===== src/rtl/demodulate_pkg.sv =====
// Shared definitions for the AM/FM demodulator.
// Holds the FM lock-tracker state encoding, the carrier polarity encoding,
// the Sel mode constants and a small helper for rising-crossing detection.
package demodulate_pkg;

  typedef enum logic [1:0] {
    ACQ  = 2'd0,
    MEAS = 2'd1,
    LOCK = 2'd2
  } fm_state_e;

  typedef enum logic {
    NEG = 1'b0,
    POS = 1'b1
  } polarity_e;

  localparam logic MODE_FM = 1'b1;
  localparam logic MODE_AM = 1'b0;

  // A rising zero crossing is a NEG -> POS polarity change.
  function automatic logic is_rising(input polarity_e prev, input polarity_e next);
    return (prev == NEG) && (next == POS);
  endfunction

endpackage


===== src/rtl/demodulate_am_envelope.sv =====
// AM envelope detector: full-wave rectifier about mid-scale followed by a
// peak-hold with programmable exponential decay.
// Ports:
//   clk_in        clock, rising edge
//   rst_n         asynchronous active-low reset
//   clear         synchronous flush (mode change): drops in-flight data, env=0
//   sample_valid  wave_in carries an accepted AM sample this cycle
//   wave_in       offset-binary carrier sample
//   decay_shift   decay shift travelling with the sample (0 = load rect)
//   env           current envelope register (INPUT_WIDTH-1 bits)
//   env_next      value the envelope takes on this edge when env_update=1
//   env_update    stage-2 strobe: envelope is being updated this cycle
module am_envelope
  import demodulate_pkg::*;
#(
  parameter int INPUT_WIDTH = 12
) (
  input  logic                   clk_in,
  input  logic                   rst_n,
  input  logic                   clear,
  input  logic                   sample_valid,
  input  logic [INPUT_WIDTH-1:0] wave_in,
  input  logic [3:0]             decay_shift,
  output logic [INPUT_WIDTH-2:0] env,
  output logic [INPUT_WIDTH-2:0] env_next,
  output logic                   env_update
);

  localparam int ENV_W = INPUT_WIDTH - 1;
  localparam logic [INPUT_WIDTH-1:0] MID = {1'b1, {(INPUT_WIDTH-1){1'b0}}};

  logic [INPUT_WIDTH-1:0] diff;
  logic [ENV_W-1:0]       rect;
  logic [ENV_W-1:0]       rect_q;
  logic [3:0]             shift_q;
  logic                   v1_q;
  logic [ENV_W-1:0]       decayed;

  // |wave_in - mid| needs one more bit than the envelope only for wave_in=0;
  // that single case clips to full scale.
  always_comb begin
    diff = '0;
    if (wave_in >= MID) begin
      diff = wave_in - MID;
    end else begin
      diff = MID - wave_in;
    end
    rect = diff[INPUT_WIDTH-1] ? '1 : diff[ENV_W-1:0];
  end

  // Stage 1: rectified sample plus the decay shift it must be processed with.
  always_ff @(posedge clk_in or negedge rst_n) begin
    if (!rst_n) begin
      v1_q    <= 1'b0;
      rect_q  <= '0;
      shift_q <= '0;
    end else if (clear) begin
      v1_q    <= 1'b0;
      rect_q  <= '0;
      shift_q <= '0;
    end else begin
      v1_q <= sample_valid;
      if (sample_valid) begin
        rect_q  <= rect;
        shift_q <= decay_shift;
      end
    end
  end

  // Stage 2: peak-hold with decay. A zero shift would decay to nothing in one
  // step, so it is treated as "follow the rectifier" instead.
  always_comb begin
    decayed  = env - (env >> shift_q);
    env_next = env;
    if (shift_q == 4'd0) begin
      env_next = rect_q;
    end else if (rect_q > env) begin
      env_next = rect_q;
    end else begin
      env_next = decayed;
    end
  end

  assign env_update = v1_q && !clear;

  always_ff @(posedge clk_in or negedge rst_n) begin
    if (!rst_n) begin
      env <= '0;
    end else if (clear) begin
      env <= '0;
    end else if (env_update) begin
      env <= env_next;
    end
  end

endmodule


===== src/rtl/demodulate.sv =====
// AM/FM demodulator top.
// AM: rectify + peak/decay envelope (am_envelope), left-aligned onto wave_out.
// FM: hysteretic zero-cross polarity tracker, period counter and lock FSM;
//     each locked rising crossing emits (full scale - period) on wave_out.
// Ports:
//   clk_in       clock, rising edge
//   RST          asynchronous active-low reset
//   Sel          1 = FM, 0 = AM; a change flushes both paths
//   in_valid     wave_in holds a new sample
//   wave_in      offset-binary carrier sample
//   decay_shift  AM envelope decay shift
//   wave_out     demodulated output, holds between updates
//   out_valid    one-cycle strobe when wave_out is updated
//   lock         FM: period tracked; AM: envelope nonzero
//
// FM lock FSM
//   state | meaning
//   ACQ   | no reference crossing yet (after reset, mode change or timeout)
//   MEAS  | one rising crossing seen, measuring first full period
//   LOCK  | period known; every rising crossing emits a new output
module demodulate
  import demodulate_pkg::*;
#(
  parameter int INPUT_WIDTH  = 12,
  parameter int OUTPUT_WIDTH = 12,
  parameter int CNT_WIDTH    = 16,
  parameter int HYST         = 16
) (
  input  logic                    clk_in,
  input  logic                    RST,
  input  logic                    Sel,
  input  logic                    in_valid,
  input  logic [INPUT_WIDTH-1:0]  wave_in,
  input  logic [3:0]              decay_shift,
  output logic [OUTPUT_WIDTH-1:0] wave_out,
  output logic                    out_valid,
  output logic                    lock
);

  localparam int ENV_W = INPUT_WIDTH - 1;
  localparam logic [CNT_WIDTH-1:0]    CNT_MAX  = '1;
  localparam logic [OUTPUT_WIDTH-1:0] OUT_MAX  = '1;
  localparam logic [INPUT_WIDTH:0]    MID_EXT  = {2'b01, {(INPUT_WIDTH-1){1'b0}}};
  localparam logic [INPUT_WIDTH:0]    HYST_EXT = (INPUT_WIDTH+1)'(HYST);

  logic sel_q;
  logic mode_known_q;
  logic mode_chg;
  logic accept;
  logic am_valid;
  logic fm_valid;

  // sel_q has no meaningful value straight out of reset, so the first edge
  // only learns the mode rather than treating it as a change.
  always_ff @(posedge clk_in or negedge RST) begin
    if (!RST) begin
      sel_q        <= MODE_AM;
      mode_known_q <= 1'b0;
    end else begin
      sel_q        <= Sel;
      mode_known_q <= 1'b1;
    end
  end

  assign mode_chg = mode_known_q && (Sel != sel_q);
  assign accept   = in_valid && !mode_chg;
  assign am_valid = accept && (Sel == MODE_AM);
  assign fm_valid = accept && (Sel == MODE_FM);

  // ---------------------------------------------------------------- AM path
  logic [ENV_W-1:0]        am_env;
  logic [ENV_W-1:0]        am_env_next;
  logic                    am_upd;
  logic [OUTPUT_WIDTH-1:0] env_aligned;

  am_envelope #(
    .INPUT_WIDTH (INPUT_WIDTH)
  ) u_am_envelope (
    .clk_in       (clk_in),
    .rst_n        (RST),
    .clear        (mode_chg),
    .sample_valid (am_valid),
    .wave_in      (wave_in),
    .decay_shift  (decay_shift),
    .env          (am_env),
    .env_next     (am_env_next),
    .env_update   (am_upd)
  );

  generate
    if (OUTPUT_WIDTH > ENV_W) begin : g_pad
      assign env_aligned = {am_env_next, {(OUTPUT_WIDTH-ENV_W){1'b0}}};
    end else if (OUTPUT_WIDTH == ENV_W) begin : g_same
      assign env_aligned = am_env_next;
    end else begin : g_trunc
      assign env_aligned = am_env_next[ENV_W-1 -: OUTPUT_WIDTH];
    end
  endgenerate

  // ---------------------------------------------------------------- FM path
  polarity_e              pol_q;
  polarity_e              pol_next;
  logic                   rising;
  logic [INPUT_WIDTH:0]   wave_ext;
  logic [CNT_WIDTH-1:0]   cnt_q;
  logic [CNT_WIDTH-1:0]   cnt_next;
  logic                   cnt_sat;
  fm_state_e              state_q;
  fm_state_e              state_next;
  logic                   fire;
  logic                   fire_q;
  logic [CNT_WIDTH-1:0]   period_q;
  logic                   fm_upd;
  logic [OUTPUT_WIDTH-1:0] period_clip;
  logic [OUTPUT_WIDTH-1:0] fm_value;

  assign wave_ext = {1'b0, wave_in};

  // Inside the +/-HYST band the polarity holds, so noise near mid-scale
  // cannot produce spurious crossings.
  always_comb begin
    pol_next = pol_q;
    if (fm_valid) begin
      if (wave_ext >= MID_EXT + HYST_EXT) begin
        pol_next = POS;
      end else if (wave_ext + HYST_EXT <= MID_EXT) begin
        pol_next = NEG;
      end
    end
  end

  assign rising  = fm_valid && is_rising(pol_q, pol_next);
  assign cnt_sat = (cnt_q == CNT_MAX);

  // The counter restarts at 1 on the crossing sample, so its value at the
  // next crossing equals the number of samples in the period.
  always_comb begin
    cnt_next = cnt_q;
    if (fm_valid) begin
      if (rising) begin
        cnt_next = CNT_WIDTH'(1);
      end else if (!cnt_sat) begin
        cnt_next = cnt_q + CNT_WIDTH'(1);
      end
    end
  end

  // A saturated counter means the carrier was lost; it outranks a crossing
  // arriving in the same cycle since that period is not trustworthy.
  always_comb begin
    state_next = state_q;
    fire       = 1'b0;
    case (state_q)
      ACQ: begin
        if (rising) begin
          state_next = MEAS;
        end
      end
      MEAS: begin
        if (cnt_sat) begin
          state_next = ACQ;
        end else if (rising) begin
          state_next = LOCK;
          fire       = 1'b1;
        end
      end
      LOCK: begin
        if (cnt_sat) begin
          state_next = ACQ;
        end else if (rising) begin
          fire = 1'b1;
        end
      end
      default: state_next = ACQ;
    endcase
  end

  always_ff @(posedge clk_in or negedge RST) begin
    if (!RST) begin
      state_q  <= ACQ;
      pol_q    <= NEG;
      cnt_q    <= '0;
      fire_q   <= 1'b0;
      period_q <= '0;
    end else if (mode_chg) begin
      state_q <= ACQ;
      pol_q   <= NEG;
      cnt_q   <= '0;
      fire_q  <= 1'b0;
    end else begin
      state_q <= state_next;
      pol_q   <= pol_next;
      cnt_q   <= cnt_next;
      fire_q  <= fire;
      if (fire) begin
        period_q <= cnt_q;
      end
    end
  end

  assign fm_upd = fire_q && !mode_chg;

  // Higher carrier frequency (shorter period) -> larger output.
  always_comb begin
    period_clip = OUTPUT_WIDTH'(period_q);
    if ({{OUTPUT_WIDTH{1'b0}}, period_q} > {{CNT_WIDTH{1'b0}}, OUT_MAX}) begin
      period_clip = OUT_MAX;
    end
    fm_value = OUT_MAX - period_clip;
  end

  // ---------------------------------------------------------------- output
  always_ff @(posedge clk_in or negedge RST) begin
    if (!RST) begin
      wave_out  <= '0;
      out_valid <= 1'b0;
    end else begin
      out_valid <= am_upd || fm_upd;
      if (am_upd) begin
        wave_out <= env_aligned;
      end else if (fm_upd) begin
        wave_out <= fm_value;
      end
    end
  end

  assign lock = (sel_q == MODE_FM) ? (state_q == LOCK) : (am_env != '0);

endmodule


===== config.mk =====
export PLATFORM = sky130hd
export DESIGN_NAME = demodulate
export DESIGN_NICKNAME = d
export VERILOG_FILES = /design/src/rtl/demodulate_pkg.sv /design/src/rtl/demodulate_am_envelope.sv /design/src/rtl/demodulate.sv
export SDC_FILE = /design/constraint.sdc
export NUM_CORES = 1
export LEC_CHECK = 0
export BUFFER_PORTS_ARGS = -buffer_cell sky130_fd_sc_hd__buf_2
export CORE_ASPECT_RATIO = 1.1
export CORE_UTILIZATION = 66
export DETAILED_ROUTE_END_ITERATION = 10
export PLACE_DENSITY = 0.94
export SLEW_MARGIN = 20
export SYNTH_ARGS = -nofsm -noshare
export SYNTH_HDL_FRONTEND = slang
export SYNTH_SLANG_ARGS = --single-unit

===== constraint.sdc =====
create_clock -name clk_in -period 5.6 [get_ports clk_in]
set_input_delay 0.56 -clock clk_in [delete_from_list [all_inputs] [get_ports clk_in]]
set_output_delay 0.56 -clock clk_in [all_outputs]
set_load 0.005 [all_outputs]

==> impl_metrics.csv, run 1 <==
group,metric,value,unit
run_status,outcome,"finished, violations left",
run_status,violations,"design-rule violations",
floorplan,die_y,92.6,um
synthesis,synth_area,0.00493,mm^2
grt,grt_max_degree,79,
flow_run,max_cap_viol_count,0,
cells_and_area,diodes,0,
cells_and_area,fin_cells,630,
grt,grt_pass1_wl,20.4,mm
sta,finalCritPeriodShare,64.1,%
routing,wl_per_cell,19.5,um
power_and_ir_drop,ir_worst_vdd,233,uV
routing,drt-total-wl,12.3,mm
clocking,cts_max_path_buffers,2,
floorplan,initial_utilization,69.1,%
synthesis,yosys_warnings,0,
sta,maxSlewHeadroom,31.6,%
routing,drc,4,
placed_design,placed_area,0.00510,mm^2
clocking,worstSkewPairLatency,0.37,ns
sta,finalSetupViolations,0,
worst_hold_path,hp-class,"primary input to asynchronous set/reset pin",
cells_and_area,final_area,0.00530,mm^2
cells_and_area,nets,587,
power_and_ir_drop,leakagePower,2.39,nW
worst_setup_path,critical_path_class,"register to register",
placed_design,place_inst,614,
synthesis,yosysUniqueCellTypes,69,
worst_setup_path,cp-end-kind,"register",
floorplan,die_x,84.4,um
cells_and_area,area_growth,7.67,%
sta,fin_crit,3.59,ns
placed_design,dp_hpwl,8.83,mm
worst_setup_path,cp.required,5.89,ns
sta,hold_viol,0,
clocking,path_clk_slew,0.08,ns
synthesis,ys.flop_type,"dfrtp_1",
synthesis,syn_area_per_cell,9.55,um^2
power_and_ir_drop,power.density,418,mW/mm^2
synthesis,syn_inst,516,
synthesis,synth.area.top_cells,"dfrtp_1 (40%), ha_1 (6.6%), mux2i_1 (4.7%), a21oi_1 (4.2%), nor2_1 (3.5%)",
sta,worst_pin_slew,1.02,ns
sta,rsz0062_at_grt,"no",
clocking,cts-buffers-inserted,9,
synthesis,syn_nets,563,
routing,num_vias,4278,
synthesis,yosysTopAreaCell,"dfrtp_1",
clocking,cts_resized,0,
cells_and_area,post_route_cells_drive_above_1_share,16.7,%
grt,overflow,0,
grt,grt_pass1_vias,4152,
sta,fmaxAchievable,0.278,GHz
sta,fin_skew,0.0132,ns
sta,finalMaxSlewViolations,0,
placed_design,gp_congestion,0.942,
worst_setup_path,cp.arrival,3.88,ns
synthesis,synth.top_cell.area_share,39.6,%
worst_setup_path,cp-start-kind,"register",
routing,drt-vias-per-instance,6.79,
synthesis,async_reset_ff_share,100,%
worst_setup_path,cp_max_fo,15,
routing,drtAntennaViolNets,0,
synthesis,synth-seq-area-share,39.6,%
clocking,post_cts_buffers,0,
grt,grt.total_usage,34.0,%
clocking,cts_sinks,78,
routing,dr.pass1.iters,9,
routing,drtIter0Drc,479,
clocking,ctsHoldBuffers,0,
floorplan,die_area,0.00781,mm^2
floorplan,core,0.00713,mm^2
floorplan,rows,32,
clocking,cts-htree-levels,3,
clocking,cts_tree,"yes",
clocking,cts-root-buf,"clkbuf_8",
grt,antenna_found_initial,0,
synthesis,ys_ff_latch,78,
sta,fin_setup_tns,0,ns
synthesis,synth_edf_count,0,
placed_design,port_buffers,33,
floorplan,io-pin-count,34,
[path summary, 6_finish.rpt]
kind,cells after the start,to,slack [ns],from
worst max-delay path,11,u_am_envelope.env[8],2.01,u_am_envelope.shift_q[0]
worst min-delay path,1,pol_q,0.33,RST
worst max register to register,11,u_am_envelope.env[8],2.01,u_am_envelope.shift_q[0]
worst min register to register,2,wave_out[7],0.50,wave_out[7]
max in group asynchronous,1,u_am_envelope.env[9],4.63,RST
min in group clk_in,1,sel_q,0.37,Sel
[flip-flops by register name, indices dropped and copies added, names as in the netlist]
register,count
sel_q,1
out_valid,1
u_am_envelope.rect_q,11
fire_q,1
u_am_envelope.env,11
u_am_envelope.shift_q,4
u_am_envelope.v1_q,1
pol_q,1
cnt_q,16
state_q,2
period_q,16
mode_known_q,1
wave_out,12
[cell families (layout without fill, tap and decap cells)]
family                     Yosys count  count (layout)  synth area share [%]
AOI/OAI and AO/OA                  126             126                  17.3
muxes                               40              40                  9.40
xor gates and xnor gates            30              30                  5.33
DFF                                 78              78                  39.6
other                                1               1                0.0761
buffers and inverters               47              76                  4.09
and+or+nand+nor                    167             167                  17.2
adders and majority gates           27              27                  7.01
[stage by stage]
| step | util, % | hold slack, ns | setup WS, ns | power [W] |
|---|---|---|---|---|
| final | 74.4 | 0.326 | 2.01 | 0.00222 |
| after global routing | 74.4 | 0.356 | 1.77 | 0.00235 |
| after CTS | 74.4 | 0.359 | 2.06 | 0.00219 |
| after detailed placement | 71.6 | 0.476 | 2.08 | 0.00175 |
| after global placement | 71.6 | 0.470 | 2.24 | 0.00170 |
| after floorplan | - | 0.264 | 2.51 | 0.00147 |
[power breakdown]
group | switching (W) | leakage [nW] | internal, W
clock network | 0.000225 | 0.0964 | 0.000210
logic | 0.000575 | 1.26 | 0.000429
registers | 0.000126 | 1.04 | 0.000653
total | 0.000926 | 2.39 | 0.00129
[synthesized netlist by cell type (5+ instances only)]
library cell	number
nor4_1	8
buf_2	5
nand4_1	11
a31oi_1	5
nor2_1	46
xnor2_1	16
inv_1	25
nor3_1	8
nand3_1	19
a31o_2	6
mux2_4	5
a21oi_1	41
nand2_1	42
mux2_2	10
xor2_1	14
dfrtp_1	78
ha_1	26
o21ai_0	29
o221ai_1	7
clkbuf_1	11
mux2i_1	23
o211ai_1	8
[critical path, stage by stage, from the launching register on]
cell and delay (ns):
dfrtp_1 0.75, mux2i_1 0.26, mux4_2 0.50, nor2_1 0.11, a31oi_1 0.09, fa_1 0.48, a21o_1 0.20, a221o_1 0.35
o41ai_1 0.32, xnor2_1 0.17, mux2i_1 0.10, a21oi_1 0.19
[layer usage]
layer  routed length [um]  GRT usage (%)
met5                    0              0
met4                  484           15.8
met3                  899           6.42
met2                 6160           56.3
met1                 4730           43.4
[cells in the final DEF, fill, tap and decap left out, types with 8 or more instances in the layout]
cell / n
buf_2: 32
nor2_1: 46
a21oi_1: 41
clkbuf_8: 9
mux2_2: 10
nand4_1: 11
o21ai_0: 29
nand3_1: 19
nand2_1: 42
inv_1: 25
xnor2_1: 16
dfrtp_1: 78
ha_1: 26
nor4_1: 8
xor2_1: 14
nor3_1: 8
mux2i_1: 23
o211ai_1: 8
[cell type report]
class	instances	area [um^2]
Clock buffer	9	124
Clock inverter	7	80.1
Fill cell	489	1820
Inverter	27	101
Multi-Input combinational cell	391	2770
Sequential cell	78	1950
Tap cell	85	106
Timing Repair Buffer	33	168
No activity file was read; power rests on OpenSTA's default activity.
==> run 2, diff against run 1 <==
--- a/config.mk
+++ b/config.mk
@@ -7,9 +7,9 @@
 export LEC_CHECK = 0
 export BUFFER_PORTS_ARGS = -buffer_cell sky130_fd_sc_hd__buf_2
 export CORE_ASPECT_RATIO = 1.1
-export CORE_UTILIZATION = 66
+export CORE_UTILIZATION = 55
 export DETAILED_ROUTE_END_ITERATION = 10
-export PLACE_DENSITY = 0.94
+export PLACE_DENSITY = 0.85
 export SLEW_MARGIN = 20
 export SYNTH_ARGS = -nofsm -noshare
 export SYNTH_HDL_FRONTEND = slang
==> constraint.sdc (replaced) <==
create_clock -name clk_in -period 3.05 [get_ports clk_in]
set_input_delay 0.305 -clock clk_in [delete_from_list [all_inputs] [get_ports clk_in]]
set_output_delay 0.305 -clock clk_in [all_outputs]
set_load 0.005 [all_outputs]
==> impl_metrics.csv, run 2 (synthesized netlist as in run 1, its figures left out) <==
group,metric,value,unit
run_status,outcome,"finished, violations left",
run_status,violations,"negative setup slack",
sta,rsz0062_at_grt,"yes",
grt,grt_pass1_vias,4290,
floorplan,initial_utilization,57.7,%
cells_and_area,final_cell_mix,"dfrtp_1 (77), nor2_1 (44), nand2_1 (42)",
cells_and_area,seq_area,0.00195,mm^2
flow_run,max_cap_viol_count,0,
sta,fin_setup_tns,-0.109,ns
worst_setup_path,cp_slowest_cell,"mux4_2",
placed_design,pre_cts_slack,-0.119,ns
worst_setup_path,cp_num_cells,10,
routing,drt-total-wl,13.3,mm
sta,maxSlewHeadroom,35.9,%
placed_design,dp_hpwl,9.45,mm
routing,drtAntennaViolNets,0,
power_and_ir_drop,combPwrFrac,51.3,%
cells_and_area,nets,619,
routing,drtIter0Drc,449,
power_and_ir_drop,pwr-share-clk,17.7,%
placed_design,port_buffers,33,
grt,grt_max_degree,79,
worst_setup_path,cp-start-kind,"register",
worst_setup_path,r2r_slack,-0.04,ns
routing,dr.pass1.iters,5,
grt,grt_pass1_wl,21.0,mm
sta,hold_viol,0,
cells_and_area,final_common_cell,"dfrtp_1",
worst_setup_path,critical_path_buf_inv_count,1,
worst_setup_path,cp.required,3.32,ns
routing,num_vias,4426,
sta,finalMaxSlewViolations,0,
worst_setup_path,slowest_delay,0.47,ns
floorplan,die_area,0.00934,mm^2
floorplan,die_y,101,um
floorplan,die_x,92.2,um
cells_and_area,post_route_cells_drive_above_1_share,24.8,%
power_and_ir_drop,seqPwrFrac,31.0,%
clocking,cts_max_path_buffers,2,
sta,fin_skew,0.00874,ns
cells_and_area,area_growth,15.1,%
cells_and_area,fin_util,66.4,%
floorplan,core,0.00854,mm^2
sta,fmaxAchievable,0.323,GHz
worst_setup_path,crit_start,"u_am_envelope.shift_q[0]",
worst_setup_path,cp.arrival,3.37,ns
power_and_ir_drop,leakagePower,2.58,nW
power_and_ir_drop,finalPower,0.00445,W
power_and_ir_drop,power.internal,0.00263,W
worst_setup_path,r2r_cells,10,
clocking,cts_tree,"yes",
worst_setup_path,cp_top_family,"compound AO/OA/AOI/OAI gates",
power_and_ir_drop,power.density,785,mW/mm^2
cells_and_area,diodes,0,
placed_design,placed_area,0.00535,mm^2
floorplan,io-pin-count,34,
worst_setup_path,cp_max_fo,5,
cells_and_area,multiInputGateArea,0.00287,mm^2
routing,drt-vias-per-instance,6.43,
routing,drc,0,
worst_setup_path,path_cells,"buf_6 > mux2i_2 > mux4_2 > or2_2 > ha_4 > and3_1 > a221o_1 > o221a_2 > o31a_1 > o211ai_1",
grt,overflow,0,
clocking,cts-htree-levels,3,
cells_and_area,fillers,667,
sta,fin_crit,3.09,ns
clocking,cts_sinks,78,
sta,final.setup.worst_slack,-0.0413,ns
worst_setup_path,cp-end-kind,"register",
grt,grt.total_usage,29.4,%
worst_setup_path,critical_path_class,"register to register",
power_and_ir_drop,p_switching,0.00182,W
sta,finalCritPeriodShare,101,%
worst_setup_path,worst_r2r_endpoint,"u_am_envelope.env[10]",
worst_setup_path,r2r_start,"u_am_envelope.shift_q[0]",
grt,antenna_found_initial,0,
cells_and_area,final_area,0.00567,mm^2
clocking,ctsHoldBuffers,0,
power_and_ir_drop,swShare,40.9,%
cells_and_area,largestRegisters,"cnt_q (16), period_q (16), wave_out (12)",
worst_setup_path,cp-endpoint,"u_am_envelope.env[10]",
sta,finalSetupViolations,3,
clocking,path_clk_slew,0.08,ns
clocking,worstSkewPairLatency,0.36,ns
routing,wl_per_cell,19.3,um
clocking,cts-root-buf,"clkbuf_8",
placed_design,gp_congestion,0.992,
power_and_ir_drop,ir_worst_vdd,397,uV
floorplan,rows,35,
clocking,cts-buffers-inserted,9,
worst_hold_path,hp-class,"primary input to asynchronous set/reset pin",
sta,worst_pin_slew,0.961,ns
## run 2: layout make-up
cell class	instances	area share [%]
multi-input cells	391	50.5
flip-flops and latches	78	34.4
repair buffers	65	7.28
well taps	111	2.45
clock buffers	10	2.43
inverters	27	1.79
clock inverters	6	1.08
## run 2: timing repair
action,4_1_cts,5_1_grt
cloned,0,1
setup buffers,1,2
pin swaps,7,11
resized for setup,12,15
hold endpoints to repair,0,0
setup endpoints to repair,11,12
## run 2: per-layer routing
metal | GRT usage, % | vias to the layer above | share of wire [%]
met5 | 0 | - | 0
met4 | 15.7 | 0 | 4.6
met3 | 5.56 | 56 | 5.7
met2 | 51.3 | 210 | 51
met1 | 34.6 | 2169 | 39
li1 | - | 1991 | -
## run 2: through the flow
step           std cells  hold slack (ns)
2_1_floorplan        516          0.00941
3_3_place_gp         668            0.468
3_5_place_dp         668            0.471
4_1_cts              685            0.116
5_1_grt              688            0.115
6_report             688           0.0556
## run 2: worst register-to-register path, delay by kind of cell (launching register included)
| family | cells | cell delay (ns) |
|---|---|---|
| adder cells (fa/ha/maj) | 1 | 0.24 |
| AO/OA/AOI/OAI | 4 | 1.07 |
| buffers and inverters | 1 | 0.15 |
| AND/OR/NAND/NOR | 2 | 0.51 |
| multiplexers | 2 | 0.65 |
| flip-flops | 1 | 0.41 |
## run 2: how the worst min path moves through the flow
stage | to | slack (ns) | cells past startpoint | start
after CTS | sel_q | 0.12 | 1 | Sel
after global placement | period_q[5] | 0.47 | 2 | period_q[5]
after detailed placement | wave_out[2] | 0.47 | 2 | wave_out[2]
after floorplan | cnt_q[0] | 0.009 | 0 | RST
final | pol_q | 0.06 | 1 | RST
after global routing | sel_q | 0.12 | 1 | Sel
## run 2: power by group through the flow
stage	clock network (W)	logic [W]	registers (W)
6_report	0.000787	0.00228	0.00138
5_1_grt	0.000838	0.00247	0.00139
4_1_cts	0.000790	0.00207	0.00137
3_5_place_dp	0	0.00200	0.00138
3_3_place_gp	0	0.00194	0.00138
2_1_floorplan	0	0.00137	0.00134
==> run 3, diff against run 2 <==
--- a/config.mk
+++ b/config.mk
@@ -7,9 +7,9 @@
 export LEC_CHECK = 0
 export BUFFER_PORTS_ARGS = -buffer_cell sky130_fd_sc_hd__buf_2
 export CORE_ASPECT_RATIO = 1.1
-export CORE_UTILIZATION = 55
+export CORE_UTILIZATION = 35
 export DETAILED_ROUTE_END_ITERATION = 10
-export PLACE_DENSITY = 0.85
+export PLACE_DENSITY = 0.61
 export SLEW_MARGIN = 20
 export SYNTH_ARGS = -nofsm -noshare
 export SYNTH_HDL_FRONTEND = slang
==> impl_metrics.csv, run 3 (synthesized netlist as in run 1, its figures left out) <==
group,metric,value,unit
sta,worst_pin_slew,0.720,ns
floorplan,die_x,115,um
worst_setup_path,cp-start-kind,"register",
clocking,cts-root-buf,"clkbuf_16",
routing,num_vias,4210,
sta,hold_ws,0.00332,ns
grt,grt_pass1_vias,4090,
worst_setup_path,critical_path_class,"register to register",
power_and_ir_drop,pwr-share-clk,24.6,%
clocking,cts-htree-levels,3,
placed_design,pre_cts_slack,-0.107,ns
flow_run,max_cap_viol_count,0,
cells_and_area,nets,616,
cells_and_area,fillers,1308,
worst_setup_path,cp-end-kind,"register",
cells_and_area,largestRegisters,"cnt_q (16), period_q (16), wave_out (12)",
grt,grt_max_degree,79,
sta,fmaxAchievable,0.324,GHz
worst_setup_path,slowest_delay,0.47,ns
clocking,cts_sinks,78,
sta,finalSetupViolations,3,
worst_setup_path,cp.required,3.26,ns
cells_and_area,seq_area,0.00195,mm^2
cells_and_area,final_area,0.00588,mm^2
grt,grt_pass1_wl,20.7,mm
power_and_ir_drop,power.internal,0.00297,W
clocking,cts_tree,"yes",
power_and_ir_drop,swShare,38.1,%
power_and_ir_drop,combPwrFrac,46.7,%
worst_setup_path,cp_max_fo,15,
worst_setup_path,path_cells,"buf_12 > mux2i_1 > mux4_2 > or2_2 > ha_1 > and3_1 > a221o_1 > o41ai_2 > xnor2_1 > mux2i_1 > a21oi_1",
grt,grt.total_usage,18.4,%
worst_setup_path,critical_path_buf_inv_count,1,
sta,fin_crit,3.09,ns
worst_setup_path,cp_top_family,"multiplexers",
sta,fin_skew,0.00991,ns
run_status,outcome,"finished, violations left",
floorplan,initial_utilization,35.7,%
placed_design,port_buffers,33,
sta,final.setup.worst_slack,-0.0377,ns
worst_setup_path,path_common_cell,"mux2i_1",
floorplan,die_y,126,um
power_and_ir_drop,leakagePower,2.63,nW
routing,drc,0,
cells_and_area,final_cell_mix,"dfrtp_1 (78), nor2_1 (44), nand2_1 (42)",
cells_and_area,diodes,0,
power_and_ir_drop,p_switching,0.00183,W
floorplan,rows,45,
routing,drtIter0Drc,312,
routing,dr.pass1.iters,5,
sta,maxSlewHeadroom,52.0,%
sta,finalCritPeriodShare,101,%
floorplan,io-pin-count,34,
routing,drt-vias-per-instance,5.52,
cells_and_area,area_growth,19.4,%
clocking,worstSkewPairLatency,0.34,ns
grt,antenna_found_initial,0,
placed_design,placed_area,0.00546,mm^2
sta,hold_viol,0,
cells_and_area,fin_util,42.6,%
power_and_ir_drop,power.density,817,mW/mm^2
power_and_ir_drop,seqPwrFrac,28.7,%
floorplan,core,0.0138,mm^2
cells_and_area,post_route_cells_drive_above_1_share,23.7,%
routing,drt-total-wl,12.8,mm
worst_hold_path,hp-class,"primary input to asynchronous set/reset pin",
clocking,ctsHoldBuffers,0,
grt,overflow,0,
sta,rsz0062_at_grt,"yes",
clocking,path_clk_slew,0.07,ns
worst_setup_path,cp_slowest_cell,"mux4_2",
power_and_ir_drop,finalPower,0.00481,W
routing,wl_per_cell,16.8,um
run_status,violations,"negative setup slack",
worst_setup_path,r2r_slack,-0.04,ns
power_and_ir_drop,ir_worst_vdd,329,uV
cells_and_area,final_common_cell,"dfrtp_1",
clocking,cts-buffers-inserted,9,
placed_design,gp_congestion,0.904,
placed_design,dp_hpwl,9.57,mm
worst_setup_path,cp.arrival,3.30,ns
floorplan,die_area,0.0146,mm^2
routing,drtAntennaViolNets,0,
cells_and_area,multiInputGateArea,0.00286,mm^2
clocking,cts_max_path_buffers,2,
sta,finalMaxSlewViolations,0,
## run 3: cell types whose count changed in the layout (fill, tap and decap cells not counted), sizes merged
cell | previous run | this run
buf | 65 | 62
bufinv | 1 | 2
clkinv | 5 | 2
clkinvlp | 1 | 2
inv | 26 | 27
## run 3: what timing repair did
action / in CTS / in global routing
setup buffers: 1 / 0
resized for setup: 5 / 18
pin swaps: 4 / 10
setup endpoints to repair: 6 / 17
cloned: 0 / 0
## run 3: per-layer routing
layer / track usage, % / share of wire [%] / vias to the layer above
met5: 0 / 0 / -
met4: 10.3 / 4.3 / 0
met3: 3.11 / 4.4 / 38
met2: 29.1 / 48 / 124
met1: 23.7 / 43 / 2066
li1: - / - / 1982
## run 3: metrics by stage
stage	setup TNS [ns]	cells
6_report	-0.0965	762
3_3_place_gp	-0.0893	745
4_1_cts	-0.0274	762
5_1_grt	-1.10	762
2_1_floorplan	-0.0138	516
3_5_place_dp	-0.456	745
## run 3: worst paths after layout
| kind | startpoint | to | cells past startpoint |
|---|---|---|---|
| setup / recovery | u_am_envelope.shift_q[0] | u_am_envelope.env[8] | 11 |
| setup reg to reg | u_am_envelope.shift_q[0] | u_am_envelope.env[8] | 11 |
| hold / removal | RST | u_am_envelope.rect_q[6] | 1 |
| min in group clk_in | Sel | sel_q | 1 |
| hold reg to reg | period_q[10] | period_q[10] | 2 |
| max in group asynchronous | RST | u_am_envelope.env[5] | 1 |
## run 3: final cells by class
| cell class | count | share of cell area (%) |
|---|---|---|
| clock buffer | 10 | 4.06 |
| sequential | 78 | 33.2 |
| timing repair buffer | 62 | 6.83 |
| multi-input combinational | 391 | 48.6 |
| tap | 188 | 4.00 |
| clock inverter | 6 | 1.57 |
| inverter | 27 | 1.72 |
## run 3: power by group through the flow
| stage | Sequential (W) | Clock (W) | Combinational (W) |
|---|---|---|---|
| global route | 0.00140 | 0.00125 | 0.00246 |
| detailed placement | 0.00139 | 0 | 0.00203 |
| global placement | 0.00139 | 0 | 0.00200 |
| floorplan | 0.00134 | 0 | 0.00137 |
| finish | 0.00138 | 0.00118 | 0.00224 |
| CTS | 0.00138 | 0.00120 | 0.00207 |
